--- config.mk ---
export PLATFORM = sky130hd
export DESIGN_NAME = aer_tx_sequencer
export DESIGN_NICKNAME = d
export VERILOG_FILES = /design/src/rtl/aer_tx_sequencer.sv
export SDC_FILE = /design/constraint.sdc
export NUM_CORES = 1
export LEC_CHECK = 0
export CAP_MARGIN = 15
export CORE_UTILIZATION = 48
export DETAILED_ROUTE_END_ITERATION = 12
export GPL_ROUTABILITY_DRIVEN = 0
export PLACE_DENSITY = 0.79
export SYNTH_ARGS = -nofsm -noshare
export SYNTH_HDL_FRONTEND = slang
export SYNTH_SLANG_ARGS = --single-unit
--- constraint.sdc ---
create_clock -name clk -period 1.8 [get_ports clk]
set_input_delay 0.54 -clock clk [delete_from_list [all_inputs] [get_ports clk]]
set_output_delay 0.54 -clock clk [all_outputs]
set_load 0.02 [all_outputs]
--- src/rtl/aer_tx_sequencer.sv ---
// ---------------------------------------------------------------------------
// aer_tx_sequencer
//
// Transmit-side sequencer for the AER link. Spike vectors from the neuron
// array are OR-merged into a pending register. Pending events are drained
// one at a time, highest index first, and each one is presented as an
// address on a four-phase req/ack handshake to the receiver.
//
// Ports
//   clk          system clock, all state changes on the rising edge
//   reset        asynchronous, active-high; returns every register to idle
//   spike_in     spike vector, one bit per source
//   spike_valid  spike_in is merged into pending on an edge where this is high
//   ack          receiver acknowledge (four-phase)
//   req          request; addr is valid while high
//   addr         index of the event being sent, all-ones when idle
//   busy         high whenever the sequencer is not idle
//   pending      registered pending spike vector
//   event_count  completed handshakes, wraps modulo 2**COUNT_WIDTH
// ---------------------------------------------------------------------------
module aer_tx_sequencer #(
  parameter int VECTOR_WIDTH = 5,
  parameter int ADDR_WIDTH   = 4,
  parameter int COUNT_WIDTH  = 16
) (
  input  logic                    clk,
  input  logic                    reset,
  input  logic [VECTOR_WIDTH-1:0] spike_in,
  input  logic                    spike_valid,
  input  logic                    ack,
  output logic                    req,
  output logic [ADDR_WIDTH-1:0]   addr,
  output logic                    busy,
  output logic [VECTOR_WIDTH-1:0] pending,
  output logic [COUNT_WIDTH-1:0]  event_count
);

  localparam logic [1:0] ST_IDLE    = 2'd0;
  localparam logic [1:0] ST_REQ     = 2'd1;
  localparam logic [1:0] ST_RELEASE = 2'd2;

  // All-ones is never a valid source index, so it marks "no event".
  localparam logic [ADDR_WIDTH-1:0]  ADDR_NONE = '1;
  localparam logic [COUNT_WIDTH-1:0] COUNT_ONE = COUNT_WIDTH'(1);

  logic [1:0]              state_q, state_d;
  logic                    req_q, req_d;
  logic [ADDR_WIDTH-1:0]   addr_q, addr_d;
  logic                    busy_q, busy_d;
  logic [VECTOR_WIDTH-1:0] pending_q, pending_d;
  logic [COUNT_WIDTH-1:0]  count_q, count_d;

  logic                    pend_any;
  logic [ADDR_WIDTH-1:0]   sel_idx;
  logic                    ack_clear;
  logic [VECTOR_WIDTH-1:0] clr_mask;
  logic [VECTOR_WIDTH-1:0] merge_vec;

  // -------------------------------------------------------------------------
  // Priority select: highest set bit of the registered pending vector. The
  // ascending loop lets later (higher) bits overwrite lower ones. The result
  // is only consumed when pend_any is high.
  // -------------------------------------------------------------------------
  assign pend_any = |pending_q;

  always_comb begin
    sel_idx = ADDR_NONE;
    for (int i = 0; i < VECTOR_WIDTH; i++) begin
      if (pending_q[i]) begin
        sel_idx = ADDR_WIDTH'(i);
      end
    end
  end

  // -------------------------------------------------------------------------
  // Clear mask: one-hot of the address being acknowledged on this edge.
  // -------------------------------------------------------------------------
  for (genvar gi = 0; gi < VECTOR_WIDTH; gi++) begin : g_clr
    assign clr_mask[gi] = ack_clear && (addr_q == ADDR_WIDTH'(gi));
  end

  assign merge_vec = spike_valid ? spike_in : '0;

  // The merge is applied after the clear so a spike re-arriving on the bit
  // being acknowledged survives and is sent again later.
  always_comb begin
    pending_d = (pending_q & ~clr_mask) | merge_vec;
  end

  // -------------------------------------------------------------------------
  // Handshake sequencing
  // -------------------------------------------------------------------------
  always_comb begin
    state_d   = state_q;
    req_d     = req_q;
    addr_d    = addr_q;
    count_d   = count_q;
    ack_clear = 1'b0;

    case (state_q)
      ST_IDLE: begin
        // A stale ack holds us here until the receiver releases it.
        if (pend_any && !ack) begin
          state_d = ST_REQ;
          req_d   = 1'b1;
          addr_d  = sel_idx;
        end
      end

      ST_REQ: begin
        // addr is frozen here even if a higher-index spike arrives.
        if (ack) begin
          state_d   = ST_RELEASE;
          req_d     = 1'b0;
          ack_clear = 1'b1;
          count_d   = count_q + COUNT_ONE;
        end
      end

      ST_RELEASE: begin
        // pending_q already excludes the acknowledged bit at this point, so
        // the next selection can go straight back to REQ.
        if (!ack) begin
          if (pend_any) begin
            state_d = ST_REQ;
            req_d   = 1'b1;
            addr_d  = sel_idx;
          end else begin
            state_d = ST_IDLE;
            req_d   = 1'b0;
            addr_d  = ADDR_NONE;
          end
        end
      end

      default: begin
        state_d = ST_IDLE;
        req_d   = 1'b0;
        addr_d  = ADDR_NONE;
      end
    endcase

    busy_d = (state_d != ST_IDLE);
  end

  // -------------------------------------------------------------------------
  // State registers
  // -------------------------------------------------------------------------
  always_ff @(posedge clk or posedge reset) begin
    if (reset) begin
      state_q   <= ST_IDLE;
      req_q     <= 1'b0;
      addr_q    <= ADDR_NONE;
      busy_q    <= 1'b0;
      pending_q <= '0;
      count_q   <= '0;
    end else begin
      state_q   <= state_d;
      req_q     <= req_d;
      addr_q    <= addr_d;
      busy_q    <= busy_d;
      pending_q <= pending_d;
      count_q   <= count_d;
    end
  end

  assign req         = req_q;
  assign addr        = addr_q;
  assign busy        = busy_q;
  assign pending     = pending_q;
  assign event_count = count_q;

endmodule
==> results.md, run 1 <==
- Crit Path Class: reg2out
- Final setup fails: 0
- Final WS setup: ~0.032 ns
- Post-CTS Setup Inserts: 0
- Status: finished, final reports clean
- Clock tree root driver cell: clkbuf_4
- Max VDD drop: just under 0.7 mV
- Post-DP HPWL: 2170 µm
- Ys Warns: 0
- Crit. End Element: primary output
- Fin. max-slew vios: 0
- FF+latch area: about 730 µm²
- Cells after Synth: 124
- DRC errors left: 0
- DRT Pass-1 Iters: 4
- Die Span Y: about 56 µm
- Layout cells sized above 1: 17.8%
- Rows: 19
- Min Tclk post-route: 1.77 ns
- Final Hold Fails: 0
- CTS sink cnt: 29
- Fillers: 228
- Chain of cells forming the critical path: clkdlybuf4s15_1
- First-pass GRT wire length: 4990 µm
- H-tree depth: 2
- Final ANT Viol Nets: 0
- Slew headroom: 73.8%
- Async S/R FF share, synth: 100%
- Leading area contributor after synthesis: dfrtp_1
- Initial core utilization: 50.6%
- Crit start category: register
- Worst Max-Slew Pin Slew: 0.393 ns
- Top_reg_cell synth: dfrtp_1
- Max-cap violation count: 0
- Layout net count: 183
- Mapped Area: roughly 1400 µm²
- IO Count: 36
- CP max stage cell: dfstp_2
- Number of synthesized flops with an enable pin: 0
- Via Count: 1116
- 1st-iter DRT viols: 20
- Mean Syn Cell Area: between 10 and 15 µm²
- Gr usage total: approximately 21%
- Delay-heaviest family, CP: flip-flops
- Commonest cells post-synth: 25 x dfrtp_1, 10 x nand2_1, 10 x xnor2_1
- CTS max path bufs: 2
- Grt ovf: 0
- Worst EP required: 1.26 ns
- Final wirelength: 2980 µm
- Antenna violations before repair: 0
- Register area share after synthesis: 52.3%
- Post-synth cell types: 35
- Hold WC Path Type: reg2reg
- Post-CTS Hold Buffers: 0
- Most common cell in the netlist: dfrtp_1
- # port buffers: 35
- Final Power: 0.00166 W
- Unrepaired setup endpoints after global routing: false
- Synth top area share: 44.8%
- Area occupied by multi-input gates: slightly above 600 µm²
- Die ar.: around 3100 µm²
- TritonCTS clock tree: built
- Place WS: -0.285 ns
- Clock Latency Late Sink: 0.34 ns
- Clk_skew: 0.00947 ns
- Area contributors post-synth: dfrtp_1 45%, dfstp_2 7.5%, xnor2_1 6.3%
- Avg WL per Cell: 14.5 µm
- Cts bufs inserted: 5
- Placed cell areas: 1830 µm²
- Synthesis-to-layout area growth: 32.4%
- Die X: roughly 56 µm
- Fmax: around 570 MHz
- Leak: 0.933 nW
- Bufs and invs on worst path: 1
- Core ar.: 2760 µm²
- Post-DR vias/cell: 5.44
- Arr. time, crit path: 1.23 ns
- Post-route cell area: 1850 µm²
- P per Cell Area: 896 nW/µm²
- Register bit total from synthesis: 29
- Largest net degree at the start of global routing: 30
- Fin crit share: 98.2%
- Mapped Nets: roughly 130
- Worst Path Max Fanout: 4
- CTS clk-pin slew, worst paths: ~0.08 ns
- Antenna cells: 0
- Worst path max stage delay: ~0.58 ns
- Vias in the first global route: 1105
- Post-cts sizing count: 29
==> metal layers <==
layer / vias up / share of wire (%) / global-route usage, % / wire (µm)
met5: - / 0 / 0 / 0
met2: 36 / 52 / 36.0 / 1540
met4: 0 / 1.5 / 8.01 / 46
li1: 539 / - / - / -
met3: 6 / 5.8 / 7.67 / 174
met1: 535 / 41 / 25.3 / 1220
==> final cells by class <==
type                            count  area share [%]
Sequential cell                    29            39.5
Multi-Input combinational cell     86            33.1
Timing Repair Buffer               45            21.3
Clock buffer                        6            2.23
Tap cell                           31            2.10
Inverter                            6            1.22
Clock inverter                      2           0.541
==> cells in the final DEF, fill, tap and decap left out, types with 2 or more instances in the layout <==
master            n
o21ai_0           4
clkdlybuf4s50_1   7
buf_4            10
nor3_2            4
inv_1             6
nand3_1           7
xor2_1            5
nand4_1           3
and3_1            5
clkbuf_4          5
dfrtp_1          25
clkinv_2          2
dlygate4sd2_1    23
nand2_1          10
nand3b_1          2
nor4_1            2
a22o_1            5
a21oi_1           5
dfstp_2           4
clkdlybuf4s15_1   3
nor2_1            8
xnor2_1          10
==> registers in the layout, indices dropped and copies added (netlist names) <==
signal,cells
addr,4
state_q,2
event_count,16
pending,5
req,1
busy,1
==> through the flow <==
| step | std cells | util (%) | hold slack (ns) | TNS [ns] |
|---|---|---|---|---|
| after floorplan | 124 | - | 0.558 | 0 |
| final | 205 | 67.1 | 0.474 | 0 |
| after detailed placement | 197 | 66.3 | 0.471 | -3.87 |
| after CTS | 205 | 67.1 | 0.478 | 0 |
| after global routing | 205 | 67.1 | 0.524 | 0 |
| after global placement | 197 | 66.3 | 0.467 | -3.30 |
==> cells by family (layout without fill, tap and decap cells) <==
kind of cell | after synthesis | after routing | synth area share, %
flip-flops | 29 | 29 | 52.3
multiplexers | 1 | 1 | 0.717
AO/OA/AOI/OAI | 19 | 19 | 9.23
adder cells (fa/ha/maj) | 1 | 1 | 0.896
buffers and inverters | 9 | 59 | 3.85
XOR/XNOR | 15 | 15 | 9.41
AND/OR/NAND/NOR | 50 | 50 | 23.6
==> power breakdown <==
part	internal (W)	switching (W)	total [W]
logic	0.000194	0.000245	0.000439
clock network	0.000148	0.000229	0.000377
registers	0.000741	0.0000999	0.000841
==> path summary, 6_finish.rpt <==
check	from	endpoint	slack, ns	cells after the start
worst max-delay path	addr[3]	addr[3]	0.03	1
worst min-delay path	event_count[15]	event_count[15]	0.47	1
worst max register to register	pending[0]	req	0.23	4
worst min register to register	event_count[15]	event_count[15]	0.47	1
max in group asynchronous	reset	addr[3]	0.93	3
min in group asynchronous	reset	event_count[10]	0.56	3
Power figures use the tool's default switching activity.
==> inputs of run 2 (changes only) <==
CORE_UTILIZATION = 40   (was 48)
PLACE_DENSITY = 0.68   (was 0.79)
==> results.md, run 2 (synthesis gave the netlist of run 1 again) <==
- 1st-iter DRT viols: 25 (was 20)
- Post-DP HPWL: 2170 µm (about the same)
- First-pass GRT wire length: 4820 µm (was 4990 µm)
- Initial core utilization: 41.8% (was 50.6%)
- Die X: 61.1 µm (was 55.9 µm)
- Largest register FFs: 16 (unchanged)
- DRC errors left: 0 (unchanged)
- Crit Path Class: reg2out (unchanged)
- # port buffers: 35 (unchanged)
- Final WS setup: 0.0717 ns (was 0.0323 ns)
- Bufs and invs on worst path: 1 (unchanged)
- Most frequent cells in the layout: 25 x dfrtp_1, 25 x dlygate4sd2_1, 10 x xnor2_1, 10 x nand2_1, 9 x buf_4 (was 25 x dfrtp_1, 23 x dlygate4sd2_1, 10 x xnor2_1, 10 x nand2_1, 10 x buf_4)
- Antenna violations before repair: 0 (unchanged)
- TritonCTS clock tree: built (unchanged)
- H-tree depth: 2 (unchanged)
- Final ANT Viol Nets: 0 (unchanged)
- Via Count: 1135 (was 1116)
- Cts bufs inserted: 5 (unchanged)
- IO Count: 36 (unchanged)
- Delay-heaviest family, CP: flip-flops (unchanged)
- Unrepaired setup endpoints after global routing: false (unchanged)
- Clock tree root driver cell: clkbuf_4 (unchanged)
- Synthesis-to-layout area growth: 33.8% (was 32.4%)
- Finished Layout Cells: 220 (was 205)
- CP max stage cell: dfstp_2 (unchanged)
- Layout cells sized above 1: 17.2% (was 17.8%)
- Crit start category: register (unchanged)
- Status: finished, final reports clean (unchanged)
- Antenna cells: 0 (unchanged)
- CTS clk-pin slew, worst paths: 0.08 ns (about the same)
- Layout net count: 183 (unchanged)
- Worst EP required: 1.26 ns (about the same)
- Hold_ws: 0.487 ns (was 0.474 ns)
- Fin. max-slew vios: 0 (unchanged)
- Largest net degree at the start of global routing: 30 (unchanged)
- Min Tclk post-route: 1.73 ns (was 1.77 ns)
- Slew headroom: 72.8% (was 73.8%)
- Vias in the first global route: 1111 (was 1105)
- Die ar.: 3730 µm² (was 3130 µm²)
- Post-layout util: 56.0% (was 67.1%)
- Avg WL per Cell: 13.1 µm (was 14.5 µm)
- Clock Latency Late Sink: 0.32 ns (was 0.34 ns)
- DRT Pass-1 Iters: 4 (unchanged)
- Core ar.: 3340 µm² (was 2760 µm²)
- Grt ovf: 0 (unchanged)
- Final setup fails: 0 (unchanged)
- CTS sink cnt: 29 (unchanged)
- Fin crit share: 96.0% (was 98.2%)
- Worst path max stage delay: 0.53 ns (was 0.58 ns)
- Leak: 0.925 nW (was 0.933 nW)
- Max-cap violation count: 0 (unchanged)
- Hold WC Path Type: reg2reg (unchanged)
- Crit. End Element: primary output (unchanged)
- Post-CTS Setup Inserts: 0 (unchanged)
- Fmax: 579 MHz (was 566 MHz)
- Max VDD drop: 0.519 mV (was 0.680 mV)
- P per Cell Area: 879 nW/µm² (was 896 nW/µm²)
- Arr. time, crit path: 1.19 ns (was 1.23 ns)
- Worst Path Max Fanout: 2 (was 4)
- Rows: 21 (was 19)
- Gr usage total: 18.1% (was 21.4%)
- Chain of cells forming the critical path: dlygate4sd2_1 (was clkdlybuf4s15_1)
- Inst Count DP: 212 (was 197)
- Place WS: -0.262 ns (was -0.285 ns)
- Post-DR vias/cell: 5.16 (was 5.44)
- Final Hold Fails: 0 (unchanged)
- Worst Max-Slew Pin Slew: 0.408 ns (was 0.393 ns)
- CTS max path bufs: 2 (unchanged)
- Final wirelength: 2870 µm (was 2980 µm)
- Die Span Y: 61.1 µm (was 55.9 µm)
- Clk_skew: 0.00243 ns (was 0.00947 ns)
## run 2: cell count changes in the layout (fill, tap and decap cells not counted), sizes merged
cell / change
clkinv: -2
clkbuf: +3
clkdlybuf4s50: +1
dlymetal6s2s: -1
clkdlybuf4s15: -3
dlygate4sd2: +2
## run 2: area by class of cell
type	count	area (µm²)
tap	46	57.6
inverter	6	22.5
multi-input combinational	86	612
fill	326	1470
timing repair buffer	45	397
sequential	29	731
clock buffer	8	48.8
## run 2: timing repair
item,4_1_cts,5_1_grt
pin swaps,0,0
gates resized for setup,28,3
hold buffers,0,0
endpoints found under the setup margin,27,2
## run 2: worst paths after layout
| kind | start | slack [ns] | cells past startpoint | to |
|---|---|---|---|---|
| max in group asynchronous | reset | 1.02 | 3 | addr[0] |
| min in group asynchronous | reset | 0.55 | 3 | event_count[6] |
| min reg2reg | event_count[15] | 0.49 | 1 | event_count[15] |
| min | event_count[15] | 0.49 | 1 | event_count[15] |
| max reg2reg | pending[0] | 0.26 | 4 | req |
| max | addr[0] | 0.07 | 1 | addr[0] |
## run 2: per-layer routing
layer	up-vias	part of all wire [%]	GRT usage [%]
met5	-	0	0
li1	540	-	-
met3	6	5.3	6.09
met1	557	43	21.3
met2	32	50	30.3
met4	0	1.5	7.47
## run 2: metrics by stage
| step | TNS, ns | power [W] | instance area (µm²) |
|---|---|---|---|
| 2_1_floorplan | 0 | 0.00111 | 1400 |
| 3_3_place_gp | -3.10 | 0.00134 | 1860 |
| 3_5_place_dp | -3.55 | 0.00135 | 1860 |
| 4_1_cts | 0 | 0.00167 | 1880 |
| 5_1_grt | 0 | 0.00175 | 1870 |
| 6_report | 0 | 0.00164 | 1870 |
## run 2: power breakdown
| group | total [W] | switching [W] | internal, W | leakage, nW |
|---|---|---|---|---|
| registers | 0.000840 | 0.0000992 | 0.000741 | 0.350 |
| logic | 0.000441 | 0.000248 | 0.000193 | 0.548 |
| clock network | 0.000361 | 0.000206 | 0.000155 | 0.0265 |
